===== config.mk =====
export PLATFORM = sky130hd
export DESIGN_NAME = sd_cmd
export DESIGN_NICKNAME = d
export VERILOG_FILES = /design/src/rtl/sd_cmd_pkg.sv /design/src/rtl/sd_cmd_crc7.sv /design/src/rtl/sd_cmd.sv
export SDC_FILE = /design/constraint.sdc
export NUM_CORES = 1
export LEC_CHECK = 0
export ABC_CLOCK_PERIOD_IN_PS = 4300
export BUFFER_PORTS_ARGS = -buffer_cell sky130_fd_sc_hd__clkbuf_2
export CORE_MARGIN = 1.5
export CORE_UTILIZATION = 55
export CTS_CLUSTER_SIZE = 12
export DETAILED_ROUTE_END_ITERATION = 8
export GPL_TIMING_DRIVEN = 0
export MAX_ROUTING_LAYER = met4
export PLACE_DENSITY_LB_ADDON = 0.3
export REMOVE_ABC_BUFFERS = 1
export SLEW_MARGIN = 20
export SYNTH_ARGS = -nofsm -noshare
export SYNTH_HDL_FRONTEND = slang
export SYNTH_HIERARCHICAL = 1
export SYNTH_SLANG_ARGS = --single-unit
export TNS_END_PERCENT = 10

===== constraint.sdc =====
create_clock -name iclk -period 4.3 [get_ports iclk]
set_clock_uncertainty 0.2 [all_clocks]
set_input_delay 0.645 -clock iclk [delete_from_list [all_inputs] [get_ports iclk]]
set_output_delay 0.645 -clock iclk [all_outputs]
set_load 0.01 [all_outputs]

===== src/rtl/sd_cmd_pkg.sv =====
// sd_cmd_pkg: shared definitions for the SD command-line engine.
//   - command index constants that change response handling
//   - response frame lengths
//   - CRC7 polynomial and a one-bit CRC7 step helper
//   - FSM state encoding and response-type encoding
package sd_cmd_pkg;

    localparam logic [5:0] CMD2   = 6'd2;
    localparam logic [5:0] CMD9   = 6'd9;
    localparam logic [5:0] CMD15  = 6'd15;
    localparam logic [5:0] ACMD41 = 6'd41;

    localparam logic [7:0] LEN_SHORT = 8'd48;
    localparam logic [7:0] LEN_LONG  = 8'd136;

    // x^7 + x^3 + 1 with the x^7 term implied
    localparam logic [6:0] CRC7_POLY = 7'h09;

    typedef enum logic [2:0] {
        ST_IDLE = 3'd0,
        ST_SEND = 3'd1,
        ST_WAIT = 3'd2,
        ST_RECV = 3'd3,
        ST_GAP  = 3'd4
    } state_t;

    typedef enum logic [1:0] {
        RSP_NONE  = 2'd0,
        RSP_SHORT = 2'd1,
        RSP_LONG  = 2'd2
    } rsp_t;

    // Advance a CRC7 register by one message bit, MSB-first.
    function automatic logic [6:0] crc7_step(input logic [6:0] crc, input logic bit_in);
        logic fb;
        fb = bit_in ^ crc[6];
        return {crc[5:0], 1'b0} ^ (fb ? CRC7_POLY : 7'h00);
    endfunction

    // Response class implied by a command index.
    function automatic rsp_t rsp_type(input logic [5:0] idx);
        rsp_t r;
        if ((idx == CMD2) || (idx == CMD9)) begin
            r = RSP_LONG;
        end else if (idx == CMD15) begin
            r = RSP_NONE;
        end else begin
            r = RSP_SHORT;
        end
        return r;
    endfunction

endpackage


===== src/rtl/sd_cmd_crc7.sv =====
// sd_crc7: serial CRC7 accumulator, shared by the transmit and receive paths.
// Ports:
//   iclk   - SD-bus clock
//   irst_n - asynchronous active-low reset
//   iclr   - synchronous clear (priority over ien)
//   ien    - absorb ibit this cycle
//   ibit   - message bit, MSB first
//   ocrc   - current CRC7 remainder
module sd_crc7
    import sd_cmd_pkg::*;
(
    input  logic       iclk,
    input  logic       irst_n,
    input  logic       iclr,
    input  logic       ien,
    input  logic       ibit,
    output logic [6:0] ocrc
);

    logic [6:0] crc_r;

    // CRC register: clear, step or hold
    always_ff @(posedge iclk or negedge irst_n) begin
        if (!irst_n) begin
            crc_r <= 7'h00;
        end else if (iclr) begin
            crc_r <= 7'h00;
        end else if (ien) begin
            crc_r <= crc7_step(crc_r, ibit);
        end else begin
            crc_r <= crc_r;
        end
    end

    assign ocrc = crc_r;

endmodule


===== src/rtl/sd_cmd.sv =====
// sd_cmd: SD CMD-line engine. Sends a 48-bit command frame, then waits for,
// receives and checks the card response (48-bit or 136-bit), enforces an idle
// gap and reports completion.
// Ports:
//   iclk, irst_n      - SD-bus clock, asynchronous active-low reset
//   istart            - start request, honoured only in IDLE
//   iindex, iarg      - command index and argument, latched on accept
//   icmd              - CMD line from pad
//   ocmd, ocmd_oe     - CMD line drive value and output enable
//   odone             - one-cycle completion strobe
//   ofail             - timeout / CRC / index / end-bit error, valid with odone
//   oresp             - received frame bits [83:8], held until next accept
module sd_cmd
    import sd_cmd_pkg::*;
#(
    parameter int NCR_MAX = 64,
    parameter int NCC     = 8
) (
    input  logic        iclk,
    input  logic        irst_n,
    input  logic        istart,
    input  logic [5:0]  iindex,
    input  logic [31:0] iarg,
    input  logic        icmd,
    output logic        ocmd,
    output logic        ocmd_oe,
    output logic        odone,
    output logic        ofail,
    output logic [75:0] oresp
);

    localparam logic [7:0] NCR_LAST = 8'(NCR_MAX - 1);
    localparam logic [7:0] NCC_LAST = 8'(NCC - 1);

    state_t        state_r, state_s;
    rsp_t          rsp_r, rsp_s;
    logic [7:0]    cnt_r, cnt_s;
    logic [5:0]    idx_r, idx_s;
    logic [31:0]   arg_r, arg_s;
    logic [83:0]   shreg_r, shreg_s;
    logic [75:0]   oresp_r, oresp_s;
    logic          ofail_r, ofail_s;
    logic          odone_r, odone_s;
    logic          ocmd_r, ocmd_s;
    logic          oe_r, oe_s;

    logic          crc_clr_s, crc_en_s, crc_bit_s;
    logic [6:0]    crc_s;
    logic [39:0]   tx_word_s;
    logic [6:0]    crc_word_s;
    logic [83:0]   shift_s;
    logic [7:0]    rx_n_s, len_s, crc_first_s, crc_last_s;
    logic          frame_err_s;

    sd_crc7 u_crc (
        .iclk   (iclk),
        .irst_n (irst_n),
        .iclr   (crc_clr_s),
        .ien    (crc_en_s),
        .ibit   (crc_bit_s),
        .ocrc   (crc_s)
    );

    // Frame geometry and end-of-frame checks for the latched response type
    always_comb begin
        tx_word_s   = {2'b01, idx_r, arg_r} << cnt_r[5:0];
        crc_word_s  = crc_s << cnt_r[2:0];
        shift_s     = {shreg_r[82:0], icmd};
        rx_n_s      = cnt_r + 8'd1;
        len_s       = (rsp_r == RSP_LONG) ? LEN_LONG : LEN_SHORT;
        // R2 leaves its 8-bit header out of the CRC; short frames cover all 40 leading bits
        crc_first_s = (rsp_r == RSP_LONG) ? 8'd9 : 8'd1;
        crc_last_s  = len_s - 8'd8;
        frame_err_s = 1'b0;
        if (!shift_s[0]) begin
            frame_err_s = 1'b1;
        end else if ((rsp_r == RSP_SHORT) && (idx_r != ACMD41) && (shift_s[45:40] != idx_r)) begin
            frame_err_s = 1'b1;
        end else if ((idx_r != ACMD41) && (shift_s[7:1] != crc_s)) begin
            frame_err_s = 1'b1;
        end else begin
            frame_err_s = 1'b0;
        end
    end

    // Next-state and next-output logic
    always_comb begin
        state_s   = state_r;
        rsp_s     = rsp_r;
        cnt_s     = cnt_r;
        idx_s     = idx_r;
        arg_s     = arg_r;
        shreg_s   = shreg_r;
        oresp_s   = oresp_r;
        ofail_s   = ofail_r;
        odone_s   = 1'b0;
        ocmd_s    = 1'b1;
        oe_s      = 1'b0;
        crc_clr_s = 1'b0;
        crc_en_s  = 1'b0;
        crc_bit_s = icmd;
        case (state_r)
            ST_IDLE: begin
                // odone_r gates out a request arriving in the strobe cycle
                if (istart && !odone_r) begin
                    idx_s     = iindex;
                    arg_s     = iarg;
                    rsp_s     = rsp_type(iindex);
                    oresp_s   = 76'd0;
                    ofail_s   = 1'b0;
                    shreg_s   = 84'd0;
                    cnt_s     = 8'd1;
                    ocmd_s    = 1'b0;
                    oe_s      = 1'b1;
                    // start bit is 0, so clearing instead of absorbing it is equivalent
                    crc_clr_s = 1'b1;
                    state_s   = ST_SEND;
                end else begin
                    state_s = ST_IDLE;
                end
            end
            ST_SEND: begin
                if (cnt_r == LEN_SHORT) begin
                    cnt_s     = 8'd0;
                    crc_clr_s = 1'b1;
                    state_s   = (rsp_r == RSP_NONE) ? ST_GAP : ST_WAIT;
                end else begin
                    oe_s  = 1'b1;
                    cnt_s = cnt_r + 8'd1;
                    if (cnt_r < 8'd40) begin
                        ocmd_s    = tx_word_s[39];
                        crc_en_s  = 1'b1;
                        crc_bit_s = tx_word_s[39];
                    end else if (cnt_r < 8'd47) begin
                        ocmd_s = crc_word_s[6];
                    end else begin
                        ocmd_s = 1'b1;
                    end
                end
            end
            ST_WAIT: begin
                if (!icmd) begin
                    // start bit is received bit 1
                    shreg_s  = shift_s;
                    cnt_s    = 8'd1;
                    crc_en_s = (crc_first_s == 8'd1);
                    state_s  = ST_RECV;
                end else if (cnt_r == NCR_LAST) begin
                    ofail_s = 1'b1;
                    cnt_s   = 8'd0;
                    state_s = ST_GAP;
                end else begin
                    cnt_s = cnt_r + 8'd1;
                end
            end
            ST_RECV: begin
                shreg_s  = shift_s;
                cnt_s    = rx_n_s;
                crc_en_s = (rx_n_s >= crc_first_s) && (rx_n_s <= crc_last_s);
                if (rx_n_s == len_s) begin
                    oresp_s = shift_s[83:8];
                    ofail_s = ofail_r | frame_err_s;
                    cnt_s   = 8'd0;
                    state_s = ST_GAP;
                end else begin
                    state_s = ST_RECV;
                end
            end
            ST_GAP: begin
                if (cnt_r == NCC_LAST) begin
                    odone_s = 1'b1;
                    cnt_s   = 8'd0;
                    state_s = ST_IDLE;
                end else begin
                    cnt_s = cnt_r + 8'd1;
                end
            end
            default: begin
                cnt_s   = 8'd0;
                state_s = ST_IDLE;
            end
        endcase
    end

    // State and output registers
    always_ff @(posedge iclk or negedge irst_n) begin
        if (!irst_n) begin
            state_r <= ST_IDLE;
            rsp_r   <= RSP_NONE;
            cnt_r   <= 8'd0;
            idx_r   <= 6'd0;
            arg_r   <= 32'd0;
            shreg_r <= 84'd0;
            oresp_r <= 76'd0;
            ofail_r <= 1'b0;
            odone_r <= 1'b0;
            ocmd_r  <= 1'b1;
            oe_r    <= 1'b0;
        end else begin
            state_r <= state_s;
            rsp_r   <= rsp_s;
            cnt_r   <= cnt_s;
            idx_r   <= idx_s;
            arg_r   <= arg_s;
            shreg_r <= shreg_s;
            oresp_r <= oresp_s;
            ofail_r <= ofail_s;
            odone_r <= odone_s;
            ocmd_r  <= ocmd_s;
            oe_r    <= oe_s;
        end
    end

    assign ocmd    = ocmd_r;
    assign ocmd_oe = oe_r;
    assign odone   = odone_r;
    assign ofail   = ofail_r;
    assign oresp   = oresp_r;

endmodule


==> flow_metrics.env, run 1 <==
export IMPL_grt_pass1_wl_um=35910
export IMPL_antenna_found_initial=0
export IMPL_fmax_mhz=251.8
export IMPL_grt_pass1_vias=7079
export IMPL_place_area_um2=11130
export IMPL_critPathRequiredTime_ns=4.54
export IMPL_synth_area_um2=10100
export IMPL_drt_initial_drc_count=412
export IMPL_synthTopCellsByArea="dfrtp_1 (55%), mux2i_1 (8.4%), nand2_1 (6.2%)"
export IMPL_worst_pin_slew_ns=0.8836
export IMPL_synth_avg_cell_area_um2=10.91
export IMPL_cp_end_kind="register"
export IMPL_start_kind="register"
export IMPL_ys_ff_latch=221
export IMPL_via_per_inst=5.545
export IMPL_grt_max_degree=84
export IMPL_synth_distinct_cells=63
export IMPL_status="completed"
export IMPL_ys_warn_count=6
export IMPL_cts_tree="built"
export IMPL_arrival_ns=4.21
export IMPL_die_h_um=138.5
export IMPL_routed_wirelength_um=21110
export IMPL_nFillCells=1366
export IMPL_coreArea_um2=17960
export IMPL_powerDensity_nw_per_um2=575.7
export IMPL_layout_commonest_cell="dfrtp_1"
export IMPL_slew_headroom_pct=41.09
export IMPL_num_io_pins=122
export IMPL_netlist_instances=925
export IMPL_dp_hpwl_um=13850
export IMPL_period_share_pct=92.36
export IMPL_rows=49
export IMPL_dpl_worst_slack_ns=0.2259
export IMPL_yosysTopAreaCellShare_pct=54.53
export IMPL_async_reset_ff_share_pct=100.0
export IMPL_dr_pass1_iters=5
export IMPL_num_vias=7048
export IMPL_gp_congestion=0.8612
export IMPL_cts_root_buf="clkbuf_16"
export IMPL_ys_flop_type="dfrtp_1"
export IMPL_cts_buffers=24
export IMPL_p_leak_uw=0.005340
export IMPL_layout_setup_ws_ns=0.3285
export IMPL_regArea_um2=5533
export IMPL_min_path_type="input port to register"
export IMPL_post_cts_buffers=0
export IMPL_nets=1079
export IMPL_antenna_cells=0
export IMPL_worstSetupPathType="register to register"
export IMPL_fp_dieW_um=138.5
export IMPL_overflow=0
export IMPL_whs_ns=0.1476
export IMPL_min_period_ns=3.971
export IMPL_layout_common_cells="dfrtp_1 (219), nand2_1 (168), clkbuf_2 (120)"
export IMPL_dieArea_um2=19180
export IMPL_clkSlewWorstSetupHoldPaths_ns=0.06
export IMPL_wl_per_cell_um=16.61
export IMPL_clockBufferDepth=3
export IMPL_rsz0062_at_grt="false"
export IMPL_insertion_delay_ns=0.53
export IMPL_yosys_area_top_type="dfrtp_1"
export IMPL_multiInputGateArea_um2=3976
export IMPL_slew_viol_final=0
export IMPL_design_area_um2=11900
export IMPL_setup_viol=0
export IMPL_area_growth_pct=17.90
export IMPL_track_usage_pct=23.08
export IMPL_cts_sinks=221
export IMPL_antenna_left=0
export IMPL_final_hold_violation_count=0
export IMPL_ir_drop_mv=0.4621
export IMPL_synth_edff_count=0
export IMPL_drive_gt1_share_pct=22.26
export IMPL_initial_core_util_pct=56.20
export IMPL_synth_seq_area_share_pct=54.79
export IMPL_cap_violations=0
export IMPL_drc=0
export IMPL_port_buffers=121
export IMPL_critPathMaxFanout=21
export IMPL_htree_levels=1
==> area by class of cell <==
class,count,share of cell area [%]
sequential,221,46.48
multi-input combinational,556,33.41
timing repair buffer,137,8.588
clock buffer,35,5.897
inverter,89,2.807
tap,229,2.407
clock inverter,4,0.4100
==> path summary, 6_finish.rpt <==
check | startpoint | end | slack [ns] | cells past startpoint
min in group asynchronous | irst_n | oresp[52] | 0.47 | 2
min reg2reg | arg_r[7] | arg_r[7] | 0.30 | 1
max reg2reg | cnt_r[2] | oresp[72] | 0.33 | 12
max | cnt_r[2] | oresp[72] | 0.33 | 12
min | iarg[28] | arg_r[28] | 0.15 | 2
max in group asynchronous | irst_n | arg_r[13] | 2.26 | 4
==> routing by layer <==
layer	vias up	GRT usage, %	part of all wire [%]
li1	3368	-	-
met1	3458	33.00	47
met4	0	7.424	2.5
met5	-	-	0
met2	178	34.38	46
met3	44	3.291	4.7
==> repair_timing <==
| action | CTS | global route |
|---|---|---|
| hold endpoints to repair | 63 | 0 |
| setup endpoints to repair | 0 | 6 |
| hold buffers | 1 | 0 |
| gates resized for setup | 0 | 2 |
==> per-stage QoR <==
step / power (uW) / util [%] / TNS, ns / cells
2_1_floorplan: 4026 / - / -91.85 / 866
4_1_cts: 6900 / 66.22 / 0 / 1271
6_report: 6852 / 66.26 / 0 / 1271
3_5_place_dp: 4923 / 61.98 / 0 / 1231
5_1_grt: 7204 / 66.26 / 0 / 1271
3_3_place_gp: 4520 / 59.50 / -853.53 / 1216
==> sequential cells by signal, indices dropped and copies added (netlist names) <==
register,flops
shreg_r,83
oresp,76
arg_r,32
cnt_r,8
u_crc/ocrc,7
idx_r,6
state_r,3
rsp_r,2
ocmd,1
ocmd_oe,1
odone,1
ofail,1
==> worst max-delay path, cell delays in order (launching register included) <==
cell and delay, ns:
dfrtp_1 0.90, and4_1 0.39, nand4_1 0.13, xnor2_1 0.38
ha_1 0.22, nor2b_1 0.13, nand4_1 0.10, nand4bb_4 0.28
o21ai_4 0.34, buf_16 0.21, buf_16 0.19, buf_16 0.19
mux2i_1 0.22
==> where the power goes <==
group / total (uW) / internal, uW / switching (uW)
Combinational: 2210 / 1030 / 1180
Sequential: 2690 / 2360 / 334
Clock: 1950 / 1130 / 821
==> cells by family after synthesis <==
logic type | after synthesis | share of synthesized area [%]
and+or+nand+nor | 245 | 10.68
muxes | 133 | 14.78
xor gates and xnor gates | 20 | 1.871
adders and majority gates | 8 | 0.9915
buffers and inverters | 148 | 6.283
DFF | 221 | 54.79
AOI/OAI and AO/OA | 150 | 10.60
==> synth_stat cells (all sizes together), types with 2 or more instances <==
cell    number
dfrtp      220
nand2      168
inv         89
mux2i       85
o21ai       54
a22o        50
mux2        39
clkbuf      38
buf         21
nor2        20
xnor2       16
nand3       10
mux4         9
nand4        9
ha           8
nand2b       8
a21oi        7
nor3         7
a211oi       5
a311oi       4
a31oi        4
nor2b        4
o21a         4
and2         3
or3          3
xor2         3
a311o        2
and3         2
nor4         2
o22ai        2
o311ai       2
o41ai        2
or3b         2
(Power assumes the default switching activity.)
==> inputs of run 2 (changes only) <==
--- a/config.mk
+++ b/config.mk
@@ -5,12 +5,13 @@
 export SDC_FILE = /design/constraint.sdc
 export NUM_CORES = 1
 export LEC_CHECK = 0
+export ABC_AREA = 1
 export ABC_CLOCK_PERIOD_IN_PS = 4300
-export BUFFER_PORTS_ARGS = -buffer_cell sky130_fd_sc_hd__clkbuf_2
 export CORE_MARGIN = 1.5
 export CORE_UTILIZATION = 55
 export CTS_CLUSTER_SIZE = 12
 export DETAILED_ROUTE_END_ITERATION = 8
+export DONT_BUFFER_PORTS = 1
 export GPL_TIMING_DRIVEN = 0
 export MAX_ROUTING_LAYER = met4
 export PLACE_DENSITY_LB_ADDON = 0.3
==> constraint.sdc (replaced) <==
create_clock -name iclk -period 4.3 [get_ports iclk]
set_clock_uncertainty 0.2 [all_clocks]
set_input_delay 0.645 -clock iclk [delete_from_list [all_inputs] [get_ports iclk]]
set_output_delay 0.645 -clock iclk [all_outputs]
set_load 0.05 [all_outputs]
==> run 2 against run 1 <==
The run now ends with negative hold slack left; non-clock buffer count decreased by 125; utilization decreased by 4.2 points; synthesized cell count increased by 33%; cell area decreased by 6.4%; maximum frequency increased by 7.1%; worst setup slack improved by 0.26 ns; via count increased by 13%; cell count increased by 14%; critical path depth increased by 1; area after synthesis decreased by 0.11%; register-to-register slack improved by 0.26 ns; combinational power increased by 8%; critical endpoint is now oresp[58].
==> flow_metrics.env, run 2 <==
export IMPL_htree_levels=1
export IMPL_async_reset_ff_share_pct=100.0
export IMPL_cpPeakStageDelay_ns=0.65
export IMPL_netlist_instances=1231
export IMPL_cts_buffers=24
export IMPL_dp_hpwl_um=14070
export IMPL_insertion_delay_ns=0.51
export IMPL_synth_top_cells_by_count="nand2_1 (343), dfrtp_1 (220), nand3_1 (206)"
export IMPL_crit_top_cell="nand2_1"
export IMPL_synthTopCellsByArea="dfrtp_1 (55%), nand2_1 (13%), nand3_1 (10%)"
export IMPL_fmax_mhz=269.7
export IMPL_antenna_cells=0
export IMPL_worst_path_buf_inv=2
export IMPL_setup_viol=0
export IMPL_dpl_worst_slack_ns=0.1934
export IMPL_min_path_type="input port to asynchronous set/reset pin"
export IMPL_cap_violations=0
export IMPL_dieArea_um2=19160
export IMPL_rsz0062_at_grt="false"
export IMPL_drc=0
export IMPL_coreArea_um2=17960
export IMPL_cp_end_kind="register"
export IMPL_antenna_found_initial=0
export IMPL_crit_family="simple AND/OR/NAND/NOR gates"
export IMPL_cts_tree="built"
export IMPL_routed_wirelength_um=22240
export IMPL_layout_commonest_cell="nand2_1"
export IMPL_max_flop_register="shreg_r"
export IMPL_port_buffers=0
export IMPL_grt_pass1_wl_um=38540
export IMPL_synth_seq_area_share_pct=54.85
export IMPL_post_route_util_pct=62.05
export IMPL_setup_tns_final_ns=0
export IMPL_worst_pin_slew_ns=0.7648
export IMPL_critPathMaxFanout=76
export IMPL_yosysTopAreaCellShare_pct=54.59
export IMPL_slowest_stage="dfrtp_2"
export IMPL_cts_root_buf="clkbuf_16"
export IMPL_slew_viol_final=0
export IMPL_yosysMostFrequentCell="nand2_1"
export IMPL_start_kind="register"
export IMPL_initial_core_util_pct=56.14
export IMPL_synth_distinct_cells=34
export IMPL_area_growth_pct=10.52
export IMPL_powerDensity_nw_per_um2=655.4
export IMPL_fp_dieW_um=138.4
export IMPL_antenna_left=0
export IMPL_post_cts_buffers=0
export IMPL_ys_ff_latch=221
export IMPL_violations="negative hold slack"
export IMPL_p_leak_uw=0.005551
export IMPL_rows=49
export IMPL_synth_area_um2=10080
export IMPL_whs_ns=-0.3743
export IMPL_synth_edff_count=0
export IMPL_track_usage_pct=24.71
export IMPL_largest_reg_flops=83
export IMPL_ys_warn_count=6
export IMPL_nets=1255
export IMPL_final_hold_violation_count=221
export IMPL_num_io_pins=122
export IMPL_critPathRequiredTime_ns=4.53
export IMPL_grt_max_degree=222
export IMPL_min_period_ns=3.707
export IMPL_layout_common_cells="nand2_1 (343), dfrtp_1 (219), nand3_1 (206)"
export IMPL_num_vias=7978
export IMPL_cts_sinks=221
export IMPL_die_h_um=138.4
export IMPL_design_area_um2=11150
export IMPL_clkSlewWorstSetupHoldPaths_ns=0.06
export IMPL_slew_headroom_pct=48.83
export IMPL_drive_gt1_share_pct=5.887
export IMPL_overflow=0
export IMPL_layout_setup_ws_ns=0.5927
export IMPL_worstSetupPathType="register to register"
export IMPL_synth_avg_cell_area_um2=8.192
export IMPL_arrival_ns=3.94
export IMPL_place_area_um2=10350
export IMPL_via_per_inst=5.494
export IMPL_clockBufferDepth=3
export IMPL_worstPathCellList="nand2_1, nor3_1, nand3_1, xor2_1, ha_1, nand3_1, nor2_2, nand3_2, nand2_4, buf_16, inv_6, nand2_1, nand2_1"
export IMPL_ir_drop_mv=0.4018
export IMPL_drt_initial_drc_count=608
export IMPL_gp_congestion=0.9098
export IMPL_wl_per_cell_um=15.32
export IMPL_dr_pass1_iters=5
export IMPL_status="finished with violations"
export IMPL_ys_flop_type="dfrtp_1"
export IMPL_period_share_pct=86.22
export IMPL_grt_pass1_vias=7793
export IMPL_yosys_area_top_type="dfrtp_1"
==> run 2: path summary, 6_finish.rpt <==
| path | cells after the start | slack (ns) | from | end |
|---|---|---|---|---|
| hold / removal | 0 | -0.37 | irst_n | oresp[71] |
| setup reg to reg | 13 | 0.59 | cnt_r[0] | oresp[58] |
| hold reg to reg | 2 | 0.28 | arg_r[17] | arg_r[17] |
| min in group iclk | 2 | 0.04 | iarg[5] | arg_r[5] |
| setup / recovery | 13 | 0.59 | cnt_r[0] | oresp[58] |
| max in group asynchronous | 0 | 4.01 | irst_n | shreg_r[64] |
==> run 2: power breakdown <==
group,switching (uW),leakage (uW),internal [uW]
logic,1600,0.00216,787
registers,455,0.00300,2410
clock network,789,0.000386,1260
==> run 2: worst register-to-register path: cells and delay by family (launching register included) <==
family | cells | cell delay, ns
xor gates and xnor gates | 1 | 0.27
adders and majority gates | 1 | 0.29
and+or+nand+nor | 9 | 1.44
DFF | 1 | 0.65
buffers and inverters | 2 | 0.78
==> run 2: timing repair <==
| item | 4_1_cts | 5_1_grt |
|---|---|---|
| endpoints found under the setup margin | 0 | 76 |
| endpoints found under the hold margin | 221 | 221 |
| gates resized for setup | 0 | 2 |
==> run 2: metrics by stage <==
stage | hold slack [ns] | std cells | total power (uW)
detailed placement | 0.1541 | 1408 | 5282
global placement | 0.1544 | 1396 | 4903
floorplan | 0.1494 | 1167 | 4326
global route | -0.3973 | 1452 | 7810
CTS | -0.3945 | 1452 | 7348
finish | -0.3743 | 1452 | 7305
==> run 2: cells by family after synthesis <==
| logic type | after synthesis | synth area share (%) |
|---|---|---|
| flip-flops | 221 | 54.85 |
| XOR/XNOR | 6 | 0.5211 |
| buffers and inverters | 228 | 9.379 |
| AND/OR/NAND/NOR | 614 | 26.24 |
| adder cells (fa/ha/maj) | 8 | 0.9926 |
| AO/OA/AOI/OAI | 154 | 8.015 |
==> run 2: layout make-up <==
| type | count | area [um^2] |
|---|---|---|
| clock buffer | 40 | 721.9 |
| clock inverter | 4 | 70.07 |
| fill | 1526 | 6818 |
| inverter | 164 | 621.8 |
| multi-input combinational | 782 | 3622 |
| sequential | 221 | 5533 |
| tap | 229 | 286.5 |
| timing repair buffer | 12 | 290.3 |
==> run 2: layer usage <==
metal	wire length (um)	global-route usage (%)	vias to the layer above
met5	0	-	-
met4	328	5.429	0
met3	1457	4.399	33
met2	10450	38.75	233
met1	10010	33.97	3819
li1	-	-	3893
==> inputs of run 3 (changes only) <==
--- a/config.mk
+++ b/config.mk
@@ -5,7 +5,6 @@
 export SDC_FILE = /design/constraint.sdc
 export NUM_CORES = 1
 export LEC_CHECK = 0
-export ABC_AREA = 1
 export ABC_CLOCK_PERIOD_IN_PS = 4300
 export CORE_MARGIN = 1.5
 export CORE_UTILIZATION = 55
==> run 3 against run 2 <==
Clock-buffer cell count down 10; die area increased by 0.11%; non-clock buffer count increased by 2; worst hold slack worse by 0.0075 ns; cell count shrank 21%; register-to-register slack lost 0.19 ns; critical path depth fell by 3; critical endpoint is now oresp[69]; routed wire length shrank 7.5%; utilization up 0.50 points; power decreased by 5.8%; the flow still finishes with violations (negative hold slack).
==> flow_metrics.env, run 3 (synthesized netlist as in run 1, its figures left out) <==
export IMPL_design_area_um2=11240
export IMPL_r2r_slack_ns=0.40
export IMPL_place_area_um2=10490
export IMPL_track_usage_pct=22.58
export IMPL_worst_path_buf_inv=2
export IMPL_worstSetupStartpoint="cnt_r[0]"
export IMPL_slowest_stage="dfrtp_1"
export IMPL_worstSetupEndpoint="oresp[69]"
export IMPL_slew_headroom_pct=36.57
export IMPL_dieArea_um2=19180
export IMPL_area_growth_pct=11.29
export IMPL_post_cts_buffers=0
export IMPL_antenna_found_initial=0
export IMPL_grt_pass1_wl_um=34710
export IMPL_regArea_um2=5534
export IMPL_met3_usage_pct=5.300
export IMPL_critPathMaxFanout=18
export IMPL_cp_end_kind="register"
export IMPL_ir_drop_mv=0.3741
export IMPL_layout_commonest_cell="dfrtp_1"
export IMPL_start_kind="register"
export IMPL_rows=49
export IMPL_grtUsageMet1_pct=30.05
export IMPL_dr_pass1_iters=5
export IMPL_crit_cells=10
export IMPL_r2r_start="cnt_r[0]"
export IMPL_setup_viol=0
export IMPL_whs_ns=-0.3818
export IMPL_antenna_left=0
export IMPL_cts_root_buf="clkbuf_16"
export IMPL_worstPathCellList="nand3_1, nor3_1, xor2_1, ha_1, nand4_1, nand4bb_4, o21ai_4, buf_16, buf_16, mux2i_1"
export IMPL_largest_reg_flops=83
export IMPL_dp_cells=1109
export IMPL_critPathRequiredTime_ns=4.53
export IMPL_cts_buffers=24
export IMPL_cts_sinks=221
export IMPL_overflow=0
export IMPL_crit_top_cell="buf_16"
export IMPL_dp_hpwl_um=13010
export IMPL_worst_pin_slew_ns=0.9416
export IMPL_powerDensity_nw_per_um2=612.7
export IMPL_arrival_ns=4.13
export IMPL_cpPeakStageDelay_ns=0.91
export IMPL_cts_tree="built"
export IMPL_drive_gt1_share_pct=11.89
export IMPL_busiest_layer="met2"
export IMPL_num_vias=6533
export IMPL_grt_pass1_vias=6749
export IMPL_gp_congestion=0.8918
export IMPL_use_met2_pct=35.45
export IMPL_min_period_ns=3.897
export IMPL_insertion_delay_ns=0.52
export IMPL_fmax_mhz=256.6
export IMPL_clkSlewWorstSetupHoldPaths_ns=0.06
export IMPL_p_leak_uw=0.004762
export IMPL_drc=0
export IMPL_via_per_inst=5.701
export IMPL_port_buffers=0
export IMPL_min_path_type="input port to asynchronous set/reset pin"
export IMPL_htree_levels=1
export IMPL_status="finished with violations"
export IMPL_coreArea_um2=17960
export IMPL_drt_initial_drc_count=414
export IMPL_nets=956
export IMPL_die_h_um=138.5
export IMPL_grt_max_degree=222
export IMPL_worstSetupPathType="register to register"
export IMPL_fp_dieW_um=138.5
export IMPL_slew_viol_final=0
export IMPL_num_io_pins=122
export IMPL_antenna_cells=0
export IMPL_fin_cells=1146
export IMPL_cap_violations=0
export IMPL_routed_wirelength_um=20570
export IMPL_nFillCells=1425
export IMPL_multiInputGateArea_um2=3976
export IMPL_wl_per_cell_um=17.95
export IMPL_layout_common_cells="dfrtp_1 (218), nand2_1 (168), inv_1 (88)"
export IMPL_r2r_end="oresp[69]"
export IMPL_r2r_cells=10
export IMPL_final_hold_violation_count=221
export IMPL_initial_core_util_pct=56.20
export IMPL_violations="negative hold slack"
export IMPL_max_flop_register="shreg_r"
export IMPL_period_share_pct=90.63
export IMPL_clockBufferDepth=3
export IMPL_rsz0062_at_grt="false"
export IMPL_crit_family="flip-flops"
==> run 3: changes by cell type in the layout (fill, tap and decap cells not counted), sizes merged, moves of 9 or more <==
cell / change
xnor2: +12
nor2: -20
inv: -72
clkbuf: -10
a22o: +50
nand2: -181
mux2i: +85
o21ai: -77
nand3: -198
mux4: +9
mux2: +39
==> run 3: what timing repair did <==
action,CTS,global route
setup endpoints to repair,0,38
resized for setup,0,3
hold endpoints to repair,221,221
==> run 3: layer usage <==
layer,wire length [um],vias up,share of wire [%]
li1,-,3113,-
met1,9338,3229,45
met2,9600,158,47
met3,1289,33,6.3
met4,337,0,1.6
met5,0,-,0
==> run 3: final cells by class <==
cell class | instances | area share [%]
Multi-Input combinational cell | 556 | 35.39
Tap cell | 229 | 2.550
Clock buffer | 30 | 5.635
Inverter | 89 | 2.973
Sequential cell | 221 | 49.25
Clock inverter | 7 | 0.9020
Timing Repair Buffer | 14 | 3.296
==> run 3: through the flow <==
step	util, %	power (uW)	hold WS (ns)	setup WS, ns	TNS (ns)
detailed placement	58.41	4946	0.1538	0.2535	0
global route	62.55	7239	-0.3969	0.04347	0
global placement	56.13	4501	0.1535	-2.946	-422.70
CTS	62.50	6931	-0.3934	0.2404	0
finish	62.55	6885	-0.3818	0.4030	0
floorplan	-	4082	0.1494	-0.9555	-94.48
==> run 3: worst reg2reg max path, stage by stage, from the launching register on <==
cell and delay (ns):
dfrtp_1 0.91, nand3_1 0.25, nor3_1 0.23, xor2_1 0.31, ha_1 0.24, nand4_1 0.12
nand4bb_4 0.28, o21ai_4 0.62, buf_16 0.26, buf_16 0.19, mux2i_1 0.21
==> run 3: how the worst min path moves through the flow <==
stage	from	end	slack [ns]	cells after the start
floorplan	irst_n	arg_r[0]	0.15	0
global placement	irst_n	oresp[51]	0.15	0
detailed placement	irst_n	oresp[52]	0.15	0
CTS	irst_n	shreg_r[45]	-0.39	0
global route	irst_n	oresp[51]	-0.40	0
finish	irst_n	oresp[57]	-0.38	0
==> run 3: power by group <==
group | switching [uW] | internal (uW) | total (uW)
clock | 809 | 1150 | 1960
combinational | 1130 | 1040 | 2170
sequential | 396 | 2360 | 2750
total | 2340 | 4550 | 6880
